==> src/rtl/display_pkg.sv <==
// Shared 640x480@60 Hz timing constants for the raster generator and the
// pattern painter. Derived totals must fit a 10-bit coordinate.
package display_pkg;

    localparam int H_ACTIVE = 640;
    localparam int H_FP     = 16;
    localparam int H_SYNC   = 96;
    localparam int H_BP     = 48;
    localparam int V_ACTIVE = 480;
    localparam int V_FP     = 10;
    localparam int V_SYNC   = 2;
    localparam int V_BP     = 33;

    localparam int H_TOTAL  = H_ACTIVE + H_FP + H_SYNC + H_BP;  // 800
    localparam int V_TOTAL  = V_ACTIVE + V_FP + V_SYNC + V_BP;  // 525

    // Asserted level of hsync/vsync; 0 = active-low (standard for 480p).
    localparam logic SYNC_POL = 1'b0;

    typedef logic [9:0] coord_t;

endpackage

==> src/rtl/sig_delay.sv <==
// WIDTH-bit, DEPTH-stage shift register with asynchronous active-high reset
// of every stage to RESET_VAL.
//   clk  : clock
//   rst  : async reset, active-high
//   din  : input word, sampled every edge
//   dout : din delayed by DEPTH cycles
module sig_delay #(
    parameter int               WIDTH     = 1,
    parameter int               DEPTH     = 1,
    parameter logic [WIDTH-1:0] RESET_VAL = '0
) (
    input  logic             clk,
    input  logic             rst,
    input  logic [WIDTH-1:0] din,
    output logic [WIDTH-1:0] dout
);

    logic [DEPTH-1:0][WIDTH-1:0] pipe_q;
    logic [DEPTH-1:0][WIDTH-1:0] pipe_d;

    always_comb begin
        pipe_d    = pipe_q;
        pipe_d[0] = din;
        for (int i = 1; i < DEPTH; i++) begin
            pipe_d[i] = pipe_q[i-1];
        end
    end

    always_ff @(posedge clk or posedge rst) begin
        if (rst) begin
            pipe_q <= {DEPTH{RESET_VAL}};
        end else begin
            pipe_q <= pipe_d;
        end
    end

    assign dout = pipe_q[DEPTH-1];

endmodule

==> src/rtl/display_timing_480p.sv <==
// 640x480@60 Hz raster timing generator on the pixel clock.
//   clk_pix   : pixel clock (25.2 MHz nominal)
//   rst_pix   : async reset, active-high
//   sx, sy    : raster position, feeds the pattern painter
//   line      : sx==0 (combinational, same cycle as sx/sy)
//   frame     : sx==0 && sy==0 (combinational)
//   hsync     : horizontal sync, PIPE_DLY cycles behind sx/sy
//   vsync     : vertical sync, PIPE_DLY cycles behind sx/sy
//   de        : active video enable, PIPE_DLY cycles behind sx/sy
//   frame_cnt : completed-frame counter, wraps modulo 2^16
// hsync/vsync/de are delayed so they line up with the painter's registered
// RGB; sx/sy/line/frame are not delayed.
module display_timing_480p #(
    parameter int   H_ACTIVE = display_pkg::H_ACTIVE,
    parameter int   H_FP     = display_pkg::H_FP,
    parameter int   H_SYNC   = display_pkg::H_SYNC,
    parameter int   H_BP     = display_pkg::H_BP,
    parameter int   V_ACTIVE = display_pkg::V_ACTIVE,
    parameter int   V_FP     = display_pkg::V_FP,
    parameter int   V_SYNC   = display_pkg::V_SYNC,
    parameter int   V_BP     = display_pkg::V_BP,
    parameter logic SYNC_POL = display_pkg::SYNC_POL,
    parameter int   PIPE_DLY = 1
) (
    input  logic        clk_pix,
    input  logic        rst_pix,
    output logic [9:0]  sx,
    output logic [9:0]  sy,
    output logic        line,
    output logic        frame,
    output logic        hsync,
    output logic        vsync,
    output logic        de,
    output logic [15:0] frame_cnt
);

    import display_pkg::*;

    localparam int H_TOT = H_ACTIVE + H_FP + H_SYNC + H_BP;
    localparam int V_TOT = V_ACTIVE + V_FP + V_SYNC + V_BP;

    if (PIPE_DLY < 1 || PIPE_DLY > 4) begin : g_bad_pipe_dly
        $error("display_timing_480p: PIPE_DLY must be in 1..4");
    end
    if (H_TOT > 1024 || V_TOT > 1024) begin : g_bad_total
        $error("display_timing_480p: H_TOTAL/V_TOTAL must fit 10 bits");
    end

    localparam coord_t H_LAST = coord_t'(H_TOT - 1);
    localparam coord_t V_LAST = coord_t'(V_TOT - 1);

    // Region bounds kept 11 bits wide so an end bound equal to 1024 still
    // compares correctly against a zero-extended 10-bit coordinate.
    localparam logic [10:0] H_ACT_E  = 11'(H_ACTIVE);
    localparam logic [10:0] HS_BEG   = 11'(H_ACTIVE + H_FP);
    localparam logic [10:0] HS_END   = 11'(H_ACTIVE + H_FP + H_SYNC);
    localparam logic [10:0] V_ACT_E  = 11'(V_ACTIVE);
    localparam logic [10:0] VS_BEG   = 11'(V_ACTIVE + V_FP);
    localparam logic [10:0] VS_END   = 11'(V_ACTIVE + V_FP + V_SYNC);

    coord_t      sx_q, sx_d;
    coord_t      sy_q, sy_d;
    logic [15:0] frame_cnt_q, frame_cnt_d;
    logic        h_end, v_end;
    logic        hs_raw, vs_raw, de_raw;
    logic [10:0] sx_e, sy_e;

    always_comb begin
        h_end       = (sx_q == H_LAST);
        v_end       = (sy_q == V_LAST);
        sx_d        = h_end ? '0 : sx_q + 10'd1;
        sy_d        = sy_q;
        if (h_end) begin
            sy_d = v_end ? '0 : sy_q + 10'd1;
        end
        frame_cnt_d = frame_cnt_q + {15'd0, h_end && v_end};
    end

    always_ff @(posedge clk_pix or posedge rst_pix) begin
        if (rst_pix) begin
            sx_q        <= '0;
            sy_q        <= '0;
            frame_cnt_q <= '0;
        end else begin
            sx_q        <= sx_d;
            sy_q        <= sy_d;
            frame_cnt_q <= frame_cnt_d;
        end
    end

    always_comb begin
        sx_e   = {1'b0, sx_q};
        sy_e   = {1'b0, sy_q};
        de_raw = (sx_e < H_ACT_E) && (sy_e < V_ACT_E);
        hs_raw = ((sx_e >= HS_BEG) && (sx_e < HS_END)) ? SYNC_POL : ~SYNC_POL;
        vs_raw = ((sy_e >= VS_BEG) && (sy_e < VS_END)) ? SYNC_POL : ~SYNC_POL;
    end

    // Reset flushes every stage to the inactive levels, so no partial sync
    // pulse can escape after reset release.
    sig_delay #(
        .WIDTH     (3),
        .DEPTH     (PIPE_DLY),
        .RESET_VAL ({~SYNC_POL, ~SYNC_POL, 1'b0})
    ) u_sync_dly (
        .clk  (clk_pix),
        .rst  (rst_pix),
        .din  ({hs_raw, vs_raw, de_raw}),
        .dout ({hsync, vsync, de})
    );

    assign sx        = sx_q;
    assign sy        = sy_q;
    assign line      = (sx_q == '0);
    assign frame     = (sx_q == '0) && (sy_q == '0);
    assign frame_cnt = frame_cnt_q;

endmodule
==> config.mk <==
export PLATFORM = sky130hd
export DESIGN_NAME = display_timing_480p
export DESIGN_NICKNAME = d
export VERILOG_FILES = /design/src/rtl/display_pkg.sv /design/src/rtl/sig_delay.sv /design/src/rtl/display_timing_480p.sv
export SDC_FILE = /design/constraint.sdc
export NUM_CORES = 1
export LEC_CHECK = 0
export ABC_AREA = 1
export BUFFER_PORTS_ARGS = -buffer_cell sky130_fd_sc_hd__buf_2
export CORE_MARGIN = 2
export CORE_UTILIZATION = 45
export DETAILED_ROUTE_END_ITERATION = 7
export GPL_TIMING_DRIVEN = 0
export HOLD_SLACK_MARGIN = 0.08
export PLACE_DENSITY = 0.8
export SLEW_MARGIN = 5
export SYNTH_ARGS = -nofsm -noshare
export SYNTH_HDL_FRONTEND = slang
export SYNTH_SLANG_ARGS = --single-unit
==> constraint.sdc <==
create_clock -name clk_pix -period 2 [get_ports clk_pix]
set_input_delay 0.2 -clock clk_pix [delete_from_list [all_inputs] [get_ports clk_pix]]
set_output_delay 0.2 -clock clk_pix [all_outputs]
set_load 0.01 [all_outputs]
### Word level (Yosys, flattened, before mapping)

Index checks and enable logic that the tools add are counted.

| operators by class | value |
|---|---|
| $add $sub $neg | 3 |
| $lt $le $gt $ge | 6 |
| muxes and demuxes | 4 |
| reduce and logical (&&, ||, !) cells | 7 |
| equal/unequal tests | 2 |

Operators with widths:

| cell | number |
|---|---|
| 10-bit by 1-bit adder with 10-bit output, second input constant | 2 |
| 10-bit equality test, second input constant | 2 |
| 10-bit logical NOT | 2 |
| 10-bit less-than comparator, second input constant | 2 |
| 10-bit by 9-bit less-than comparator with 1-bit output, second input constant | 2 |
| 10-bit two-way mux | 2 |
| 16-bit by 1-bit adder with 16-bit output | 1 |
| 10-bit greater-or-equal comparator, second input constant | 1 |
| 10-bit by 9-bit greater-or-equal comparator with 1-bit output, second input constant | 1 |
| 1-bit logical AND | 5 |
| 1-bit two-way mux | 2 |

| word-level totals | value |
|---|---|
| logic and storage cells | 26 |
| flip-flop bits (word level) | 39 |
| input bits | 2 |
| output and inout port bits | 41 |

### Longest topological paths before layout

Gate-level depths: netlist of the first run.

| depth | value |
|---|---|
| word-level depth | 3 |
| gate-level depth with buffers | 16 |
| gate-level depth less buffers | 16 |

### Cells and area by module

From an unflattened synthesis of the first run, not the netlist that was laid out.

| second synthesis, totals | value |
|---|---|
| cell total of the unflattened synthesis | 241 |
| area total of the unflattened synthesis | 2,029.4 µm² |

By module, submodules not included:

| module | sequential area each (µm²) | instances | area each (µm²) | cells an instance |
|---|---|---|---|---|
| display_timing_480p | 900.9 | 1 | 1,948.1 | 237 |
| sig_delay | 77.6 | 1 | 81.3 | 4 |

### Least setup slack after synthesis of the first run

Ideal clock, no wire load.

| path | value |
|---|---|
| path kind | register -> register |
| from | reg sx_q[0] (netlist: sx[0]) |
| to | reg frame_cnt_q[12] (netlist: frame_cnt[12]) |
| setup time | 123 ps |
| required time | 1,877 ps |
| data arrival time | 2,093 ps |
| path buffers | 0 |
| setup slack | -216 ps |
| period minus slack after synthesis | 2,216 ps |
| cell stages (with the launch flop) | 15 |
| path through | dfrtp_1 -> ha_1 -> nand2_2 -> nor2_4 -> inv_2 -> nor2_8 -> nand2_1 -> inv_1 -> ha_1 -> ha_1 -> nand2_1 -> nor3_4 -> nand2_1 -> o21ai_0 -> nand2_1 |

| on the way | value |
|---|---|
| longest elaborated chain between the ends | 3 |

Ends and longest elaborated chain:

| element | RTL line | source |
|---|---|---|
| start: declaration | display_timing_480p.sv:61 | `coord_t sx_q, sx_d;` |
| start signal: assignment | display_timing_480p.sv:81 | `sx_q <= '0;` |
| start signal: assignment | display_timing_480p.sv:85 | `sx_q <= sx_d;` |
| 10-bit equality test | display_timing_480p.sv:69 | `h_end = (sx_q == H_LAST);` |
| 1-bit logical AND | display_timing_480p.sv:76 | `frame_cnt_d = frame_cnt_q + {15'd0, h_end && v_end};` |
| 16-bit by 1-bit adder with 16-bit output | display_timing_480p.sv:76 |  |
| named net frame_cnt_d[12] | display_timing_480p.sv:63 | `logic [15:0] frame_cnt_q, frame_cnt_d;` |
| end signal: assignment | display_timing_480p.sv:87 | `frame_cnt_q <= frame_cnt_d;` |
| end: declaration | display_timing_480p.sv:63 |  |

The timed path passes the listed nets, and every way through them passes these cells.
A chain may end at the register's enable or synchronous reset.

### Worst setup path in the final report of the first run

| path | value |
|---|---|
| from | reg sy_q[1] (netlist: sy[1]) |
| to | out frame |

| on the way | value |
|---|---|
| longest elaborated chain between the ends | 2 |

Ends and longest elaborated chain:

| element | RTL line | source |
|---|---|---|
| start: declaration | display_timing_480p.sv:62 | `coord_t sy_q, sy_d;` |
| start signal: assignment | display_timing_480p.sv:86 | `sy_q <= sy_d;` |
| 10-bit logical NOT | display_timing_480p.sv:115 | `assign frame = (sx_q == '0) && (sy_q == '0);` |
| 1-bit logical AND | display_timing_480p.sv:115 |  |
| end: declaration | display_timing_480p.sv:30 | `output logic frame,` |

No other way between the ends.

==> impl_metrics.json, run 1 <==
{
  "status": "complete, but fails checks",
  "violations": "setup timing",
  "synth-warning-count": 0,
  "grt_pass1_wl_mm": 7.22,
  "peakVddDrop_uv": 341,
  "htreeDepth": 2,
  "dpl.hpwl_mm": 3.06,
  "grt_pass1_vias": 1656,
  "synth_cell_type_count": 28,
  "finish.net_count": 318,
  "power_frac_comb": 0.011,
  "drt-wirelength-per-cell_um": 12.7,
  "internal_power_w": 0.00110,
  "pwr-share-clk": 0.422,
  "path_max_fanout": 2,
  "io_pins": 43,
  "cts-buffers-inserted": 5,
  "yosys.area_share.adder": 0.0365,
  "arrival_ps": 1960,
  "tritoncts": "done",
  "clk_latency_ps": 290,
  "switching_share": 0.208,
  "portBuffers": 42,
  "synthesis.instances": 240,
  "finalNonFillerCells": 363,
  "crit_type": "flip-flop to primary output",
  "hold_path_class": "input pin to async pin",
  "core_um2": 4380,
  "synthXorXnorAreaFrac": 0.0809,
  "utilization": 0.623,
  "maxCapViolations": 0,
  "fin_skew_ps": 7.27,
  "synth_seq_cells": 39,
  "fmax_mhz": 463,
  "antenna_found_initial": 0,
  "grt_overflow": 0,
  "final_max_slew_viol_count": 0,
  "vias_per_cell": 5.05,
  "synth_compound_area_frac": 0.0371,
  "final_layout_size_suffix_gt1_frac": 0.363,
  "syn_avg_cell_area_um2": 8.58,
  "fillCellCount": 371,
  "p_per_area_nw_per_um2": 510,
  "worst_pin_slew_ps": 796,
  "area_growth_pct": 32.7,
  "rrSetupSlack_ps": -150,
  "vias": 1834,
  "gr-usage-all-layers": 0.182,
  "syn-num-nets": 248,
  "layout_setup_ws_ps": -158,
  "ctsLongestPathBuffers": 2,
  "cts_sinks": 39,
  "leakage_nw": 1.48,
  "die_area_um2": 5130,
  "drt-total-wl_mm": 4.60,
  "ctsRootBufferMaster": "clkbuf_8",
  "seq_area_frac_synth": 0.475,
  "reg2reg_depth": 15,
  "seqPwrFrac": 0.566,
  "worstSetupEndpointType": "primary output",
  "p_sw_w": 0.000289,
  "die-width_um": 71.6,
  "finalHoldViolCount": 0,
  "required_ps": 1800,
  "diodes": 0,
  "clkTransAtPathRegs_ps": 80,
  "grt_max_degree": 40,
  "gp_congestion": 0.918,
  "initialDrtViolationCount": 90,
  "finalSetupViolations": 10,
  "synth_top_family_by_area": "simple AND/OR/NAND/NOR gates",
  "rr_endpoint": "frame_cnt[12]$_DFF_PP0_",
  "netlist_area_um2": 2060,
  "initial_core_util": 0.469,
  "rsz0062_at_grt": "yes",
  "dr.pass1.iters": 6,
  "period_share": 1.08,
  "num_rows": 24,
  "slew_headroom": 0.469,
  "dp_cells": 334,
  "dieHeight_um": 71.6,
  "period_needed_ps": 2160,
  "drtAntennaViolNets": 0,
  "cts_hold_buf": 0,
  "drc": 0,
  "synthSimpleGateAreaFrac": 0.281,
  "synth_mux_area_frac": 0,
  "startpoint_type": "flip-flop",
  "r2r-start": "sy[1]$_DFFE_PP0N_"
}
critical path, cell delays in order (launching register included):
cell and delay, ps:
dfrtp_1 400, inv_2 90, ha_4 130, inv_2 30, nor2_2 100, nand3_2 100, buf_4 150, buf_6 100
buf_4 120, buf_4 130, nor4_4 130, buf_2 170
power by group through the flow:
stage	registers [W]	clock network (W)	logic [W]
2_1_floorplan	0.000804	0	0.0000116
3_3_place_gp	0.000804	0	0.0000166
3_5_place_dp	0.000803	0	0.0000172
4_1_cts	0.000788	0.000608	0.0000172
5_1_grt	0.000788	0.000648	0.0000193
6_report	0.000788	0.000588	0.0000156
state kept, by name (all words and copies together), names as in the netlist:
signal / flops
frame_cnt: 16
sx: 10
u_sync_dly.dout: 3
sy: 10
cells by family (layout without fill, tap and decap cells):
| family | Yosys count | in the layout |
|---|---|---|
| simple gates | 121 | 121 |
| buf+inv | 42 | 113 |
| flops | 39 | 39 |
| xor+xnor | 19 | 19 |
| compound gates | 13 | 13 |
| fa+ha+maj | 6 | 6 |
per-stage QoR:
step	setup slack (ps)	hold slack [ps]	cell area, µm²	setup TNS (ps)	total power, W
5_1_grt	-296	122	2730	-2580	0.00146
3_5_place_dp	-307	405	2380	-2120	0.000821
4_1_cts	-61.8	82.7	2610	-212	0.00141
6_report	-158	48.8	2730	-1050	0.00139
2_1_floorplan	-114	404	2100	-363	0.000815
3_3_place_gp	-241	475	2380	-1650	0.000820
routing by layer:
metal	track usage	vias up	routed length [µm]
li1	-	890	-
met1	0.220	877	1910
met2	0.309	61	2380
met3	0.0450	6	237
met4	0.0797	0	76
met5	0	-	0
synthesized netlist by cell type, drive strengths merged:
master	instances	area (µm²)
xnor2	6	52.6
a21oi	3	15.0
dfstp	2	52.6
nor3	10	66.3
ha	6	75.1
nand4	6	37.5
dfrtp	37	926
nor4	1	6.26
nor2	33	153
nand2	49	186
nand3	22	130
xor2	13	114
a211o	1	8.76
o21ai	9	52.6
buf	3	36.3
inv	39	146
what timing repair did:
item / in CTS / in global routing
pin swaps: 7 / 10
setup endpoints to repair: 11 / 13
resized for setup: 8 / 12
setup buffers: 12 / 9
cell usage in the layout (no fill, tap or decap), types with 2 or more instances in the layout:
cell	n
nand2_1	45
buf_2	43
dfrtp_1	36
inv_1	33
nor2_1	26
buf_4	20
nand3_1	13
xor2_1	13
nand3_2	8
nor3_1	8
clkbuf_8	7
inv_2	6
xnor2_1	6
nand4_1	6
o21ai_0	5
ha_4	4
nand2_2	3
nor2_4	3
nor2_2	3
a21oi_1	3
o21ai_2	3
buf_6	2
ha_1	2
dfstp_2	2
worst max-delay path by stage:
stage                      startpoint                       to
floorplan             sx[1]$_DFF_PP0_   frame_cnt[8]$_DFF_PP0_
global placement    sy[0]$_DFFE_PP0N_   frame_cnt[8]$_DFF_PP0_
detailed placement  sy[1]$_DFFE_PP0N_  frame_cnt[15]$_DFF_PP0_
CTS                 sy[1]$_DFFE_PP0N_  frame_cnt[12]$_DFF_PP0_
global route        sy[1]$_DFFE_PP0N_  frame_cnt[12]$_DFF_PP0_
finish              sy[1]$_DFFE_PP0N_                    frame
final cells by class:
| cell class | count | area [µm²] | area share |
|---|---|---|---|
| inverters | 39 | 146 | 0.0536 |
| multi-input cells | 159 | 1030 | 0.377 |
| well taps | 52 | 65.1 | 0.0238 |
| clock buffers | 7 | 96.3 | 0.0353 |
| flip-flops and latches | 39 | 980 | 0.359 |
| repair buffers | 63 | 372 | 0.136 |
| plain buffers | 3 | 36.3 | 0.0133 |
| clock inverters | 1 | 7.51 | 0.00275 |
Note: power is estimated with default switching activity, not from simulation.
==> run 2: changes to the inputs <==
--- a/config.mk
+++ b/config.mk
@@ -6,7 +6,7 @@
 export NUM_CORES = 1
 export LEC_CHECK = 0
 export ABC_AREA = 1
-export BUFFER_PORTS_ARGS = -buffer_cell sky130_fd_sc_hd__buf_2
+export BUFFER_PORTS_ARGS = -buffer_cell sky130_fd_sc_hd__buf_4
 export CORE_MARGIN = 2
 export CORE_UTILIZATION = 45
 export DETAILED_ROUTE_END_ITERATION = 7
==> run 2 against run 1 <==
Compared with the run above:
- the run still ends with setup timing left
- routed wire length rose by 2.2%
- critical endpoint is now frame_cnt[13]$_DFF_PP0_
- via count rose by 1.1%
- combinational power rose by 4%
- fmax rose by 1.9%
- die area did not move
- largest power group unchanged
- sequential power barely moved
- flip-flop and latch count did not move
- clock skew barely moved
- first-iteration DRC count rose by 7.8%
==> impl_metrics.json, run 2 (synthesized netlist as in run 1, its figures left out) <==
{
  "final_cell_mix": "buf_4 (65), nand2_1 (44), dfrtp_1 (35)",
  "gr-usage-all-layers": 0.179,
  "portBuffers": 42,
  "leakage_nw": 1.51,
  "clkTransAtPathRegs_ps": 80,
  "rsz0062_at_grt": "yes",
  "cts_hold_buf": 0,
  "rrSetupSlack_ps": -120,
  "finish.net_count": 321,
  "htreeDepth": 2,
  "worst_pin_slew_ps": 802,
  "vias": 1854,
  "die_area_um2": 5130,
  "dieHeight_um": 71.6,
  "cts_sinks": 39,
  "layout_setup_ws_ps": -118,
  "peakVddDrop_uv": 380,
  "grt_overflow": 0,
  "crit_type": "flip-flop to flip-flop",
  "num_rows": 24,
  "clk_latency_ps": 290,
  "period_needed_ps": 2120,
  "ctsLongestPathBuffers": 2,
  "crit_chain": "inv_2 -> ha_4 -> inv_2 -> nor2_2 -> nand3_2 -> nor2_4 -> nand2_2 -> inv_2 -> ha_4 -> buf_4 -> nand3_4 -> nor2_4 -> buf_6 -> nand3_2 -> xor2_1",
  "hold_path_class": "input pin to async pin",
  "fillCellCount": 343,
  "die-width_um": 71.6,
  "seqCellArea_um2": 981,
  "final_max_slew_viol_count": 0,
  "antenna_found_initial": 0,
  "arrival_ps": 2290,
  "final_layout_size_suffix_gt1_frac": 0.376,
  "tritoncts": "done",
  "fin_skew_ps": 7.63,
  "io_pins": 43,
  "status": "complete, but fails checks",
  "slew_headroom": 0.465,
  "grt_pass1_wl_mm": 7.16,
  "maxCapViolations": 0,
  "gp_congestion": 0.903,
  "drc": 0,
  "core_um2": 4380,
  "drt-total-wl_mm": 4.70,
  "fin_setup_tns_ps": -610,
  "startpoint_type": "flip-flop",
  "path_max_fanout": 3,
  "grt_max_degree": 40,
  "finalSetupViolations": 10,
  "finalHoldViolCount": 0,
  "crit_path_frequent_cell": "inv_2",
  "p_per_area_nw_per_um2": 513,
  "crit_path_max_incr_delay_ps": 410,
  "drtAntennaViolNets": 0,
  "drt-wirelength-per-cell_um": 12.8,
  "utilization": 0.659,
  "dr.pass1.iters": 4,
  "grt_pass1_vias": 1657,
  "worst_path_max_delay_cell": "dfrtp_1",
  "required_ps": 2180,
  "dpl.hpwl_mm": 3.03,
  "final_common_cell": "buf_4",
  "worstSetupEndpointType": "flip-flop",
  "initial_core_util": 0.469,
  "fmax_mhz": 472,
  "period_share": 1.06,
  "vias_per_cell": 5.07,
  "diodes": 0,
  "cts-buffers-inserted": 5,
  "largest_reg_flops": 16,
  "violations": "setup timing",
  "multi_input_area_um2": 1040,
  "ctsRootBufferMaster": "clkbuf_8",
  "initialDrtViolationCount": 97,
  "area_growth_pct": 40.4
}
==> run 2: cell count changes in the layout (fill, tap and decap cells not counted) <==
cell	before	now
buf_2	43	1
buf_4	20	65
bufinv_16	0	1
clkbuf_8	7	6
clkinv_2	0	1
clkinvlp_4	1	0
dfrtp_1	36	35
dfrtp_2	1	2
nand2_1	45	44
nand2_2	3	4
nand3_2	8	7
nand3_4	1	2
nor2_2	3	2
nor2_4	3	4
==> run 2: cell type report <==
class | count | area share
multi-input combinational | 159 | 0.361
inverter | 39 | 0.0507
clock inverter | 2 | 0.0121
tap | 52 | 0.0225
sequential | 39 | 0.340
timing repair buffer | 66 | 0.173
buffer | 3 | 0.0126
clock buffer | 6 | 0.0286
==> run 2: final timing paths <==
check,start,cells after the start,to
worst max-delay path,sy[1]$_DFFE_PP0N_,15,frame_cnt[13]$_DFF_PP0_
worst min-delay path,rst_pix,2,frame_cnt[5]$_DFF_PP0_
worst max register to register,sy[1]$_DFFE_PP0N_,15,frame_cnt[13]$_DFF_PP0_
worst min register to register,frame_cnt[14]$_DFF_PP0_,1,frame_cnt[14]$_DFF_PP0_
max in group asynchronous,rst_pix,2,sx[0]$_DFF_PP0_
min in group clk_pix,frame_cnt[14]$_DFF_PP0_,1,frame_cnt[14]$_DFF_PP0_
==> run 2: worst max-delay path: cells and delay by family, from the launching register on <==
family | cells | cell delay (ps)
AND/OR/NAND/NOR | 7 | 710
adder cells (fa/ha/maj) | 2 | 250
buffers and inverters | 5 | 430
XOR/XNOR | 1 | 180
flip-flops | 1 | 410
==> run 2: repair_timing <==
action | 4_1_cts | 5_1_grt
endpoints found under the hold margin | 0 | 0
resized for setup | 10 | 14
cloned | 0 | 0
setup endpoints to repair | 11 | 12
pin swaps | 8 | 10
setup buffers | 13 | 11
==> run 2: routing by layer <==
layer | wire, µm | up-vias | track usage
met5 | 0 | - | 0
met4 | 65 | 0 | 0.0734
met3 | 242 | 4 | 0.0394
met2 | 2420 | 60 | 0.299
met1 | 1970 | 887 | 0.224
li1 | - | 903 | -
==> run 2: through the flow <==
stage	worst slack, ps	hold WS, ps	total power (W)	cells	instance area [µm²]
after global routing	-257	131	0.00154	366	2890
after detailed placement	-304	416	0.000821	334	2480
final	-118	60.9	0.00148	366	2890
after floorplan	-114	404	0.000815	240	2100
after CTS	-26.0	97.8	0.00149	355	2730
after global placement	-253	483	0.000821	334	2480
==> run 2: report_power, final <==
| group | switching (W) | internal (W) |
|---|---|---|
| sequential | 0 | 0.000788 |
| combinational | 0.0000149 | 0.00000140 |
| clock | 0.000274 | 0.000404 |
==> run 3: changes to the inputs <==
--- a/config.mk
+++ b/config.mk
@@ -10,7 +10,6 @@
 export CORE_MARGIN = 2
 export CORE_UTILIZATION = 45
 export DETAILED_ROUTE_END_ITERATION = 7
-export GPL_TIMING_DRIVEN = 0
 export HOLD_SLACK_MARGIN = 0.08
 export PLACE_DENSITY = 0.8
 export SLEW_MARGIN = 5
==> run 3 against run 2 <==
Compared with the run above:
- the run still ends with setup timing left
- hold slack gained 450 ps
- first-iteration DRC count decreased by 47%
- cell count is 2.7% higher
- setup slack improved by 15 ps
==> impl_metrics.json, run 3 (synthesized netlist as in run 1, its figures left out) <==
{
  "status": "complete, but fails checks",
  "violations": "setup timing",
  "period_share": 1.05,
  "initial_core_util": 0.469,
  "drt-total-wl_mm": 4.73,
  "dpl.hpwl_mm": 3.46,
  "htreeDepth": 2,
  "startpoint_type": "flip-flop",
  "gr-usage-all-layers": 0.203,
  "total_power_w": 0.00149,
  "finalHoldViolCount": 0,
  "p_per_area_nw_per_um2": 514,
  "largest_reg_flops": 16,
  "rsz0062_at_grt": "yes",
  "crit_path_max_incr_delay_ps": 410,
  "cts_sinks": 39,
  "grt_pass1_wl_mm": 8.05,
  "worst_path_max_delay_cell": "dfrtp_1",
  "path_max_fanout": 4,
  "highest_layer": "met4",
  "maxCapViolations": 0,
  "grt_pass1_vias": 1795,
  "area_growth_pct": 40.8,
  "gp_congestion": 0.890,
  "wl_met2_mm": 2.48,
  "worstSetupEndpointType": "flip-flop",
  "hold_path_class": "flip-flop to flip-flop",
  "whs_ps": 513,
  "dr.pass1.iters": 4,
  "slew_headroom": 0.676,
  "diodes": 0,
  "vias_per_cell": 4.89,
  "utilization": 0.661,
  "drt-wirelength-per-cell_um": 12.6,
  "ctsRootBufferMaster": "clkbuf_8",
  "portBuffers": 42,
  "period_needed_ps": 2100,
  "final_cell_mix": "buf_4 (78), nand2_1 (45), dfrtp_1 (36)",
  "core_um2": 4380,
  "required_ps": 2190,
  "drc": 0,
  "hold_start": "frame_cnt[4]$_DFF_PP0_",
  "final_common_cell": "buf_4",
  "leakage_nw": 1.56,
  "fmax_mhz": 475,
  "grt_max_degree": 40,
  "die-width_um": 71.6,
  "tritoncts": "done",
  "wl_met1_mm": 1.99,
  "crit_type": "flip-flop to flip-flop",
  "clkTransAtPathRegs_ps": 80,
  "drtAntennaViolNets": 0,
  "r2r-start": "sy[0]$_DFFE_PP0N_",
  "final_max_slew_viol_count": 0,
  "num_rows": 24,
  "finish.net_count": 331,
  "fin_skew_ps": 8.27,
  "cts-buffers-inserted": 5,
  "die_area_um2": 5130,
  "peakVddDrop_uv": 373,
  "crit_chain": "inv_2 -> ha_4 -> inv_2 -> nor2_1 -> nand3_1 -> nor2_2 -> nand2_2 -> inv_2 -> ha_4 -> ha_4 -> nand2_4 -> nor3_4 -> nand2_2 -> o21ai_2 -> nand2_1",
  "dieHeight_um": 71.6,
  "arrival_ps": 2290,
  "io_pins": 43,
  "layout_setup_ws_ps": -103,
  "worstSetupStartpoint": "sy[0]$_DFFE_PP0N_",
  "crit_family": "simple AND/OR/NAND/NOR gates",
  "fin_setup_tns_ps": -301,
  "dr_wl_met3_um": 211,
  "antenna_found_initial": 0,
  "final_layout_size_suffix_gt1_frac": 0.370,
  "timing.critical_path.buf_inv": 3,
  "vias": 1837,
  "ctsLongestPathBuffers": 2,
  "clk_latency_ps": 290,
  "worst_pin_slew_ps": 486,
  "grt_overflow": 0,
  "place_ws_ps": -113,
  "initialDrtViolationCount": 51,
  "finalSetupViolations": 5,
  "fillCellCount": 344
}
==> run 3: through the flow <==
stage,area [µm²],std cells
finish,2900,376
global route,2900,376
detailed placement,2650,358
CTS,2840,373
floorplan,2100,240
global placement,2650,358
==> run 3: final timing paths <==
| kind | to | slack (ps) | depth (start not counted) |
|---|---|---|---|
| worst max register to register | frame_cnt[12]$_DFF_PP0_ | -100 | 15 |
| max in group asynchronous | sx[0]$_DFF_PP0_ | 1050 | 4 |
| worst min register to register | frame_cnt[4]$_DFF_PP0_ | 510 | 1 |
| min in group asynchronous | frame_cnt[7]$_DFF_PP0_ | 580 | 4 |
| worst max-delay path | frame_cnt[12]$_DFF_PP0_ | -100 | 15 |
| worst min-delay path | frame_cnt[4]$_DFF_PP0_ | 510 | 1 |
==> run 3: where the power goes <==
part | internal [W] | switching, W | leakage (nW)
combinational | 0.00000393 | 0.0000153 | 0.979
clock | 0.000404 | 0.000278 | 0.0612
sequential | 0.000788 | 0 | 0.518
==> run 3: timing repair <==
item,CTS,global route
pin swaps,8,11
resized for setup,6,6
hold buffers,1,0
setup endpoints to repair,7,12
hold endpoints to repair,37,0
buffers inserted,6,4
==> run 3: per-layer routing <==
| metal | GRT usage | up-vias |
|---|---|---|
| li1 | - | 923 |
| met1 | 0.252 | 863 |
| met2 | 0.352 | 45 |
| met3 | 0.0478 | 6 |
| met4 | 0.0587 | 0 |
| met5 | 0 | - |
==> run 3: area by class of cell <==
cell class	instances	area, µm²	share of cell area
sequential	39	980	0.338
clock inverter	2	35.0	0.0121
timing repair buffer	79	596	0.206
clock buffer	6	82.6	0.0285
multi-input combinational	159	993	0.343
inverter	39	146	0.0505
tap	52	65.1	0.0225
==> run 3: worst register-to-register path, cell delays in order (launching register included) <==
cell	delay (ps)
dfrtp_1	410
inv_2	90
ha_4	130
inv_2	20
nor2_1	80
nand3_1	100
nor2_2	130
nand2_2	80
inv_2	60
ha_4	130
ha_4	140
nand2_4	50
nor3_4	260
nand2_2	140
o21ai_2	130
nand2_1	60
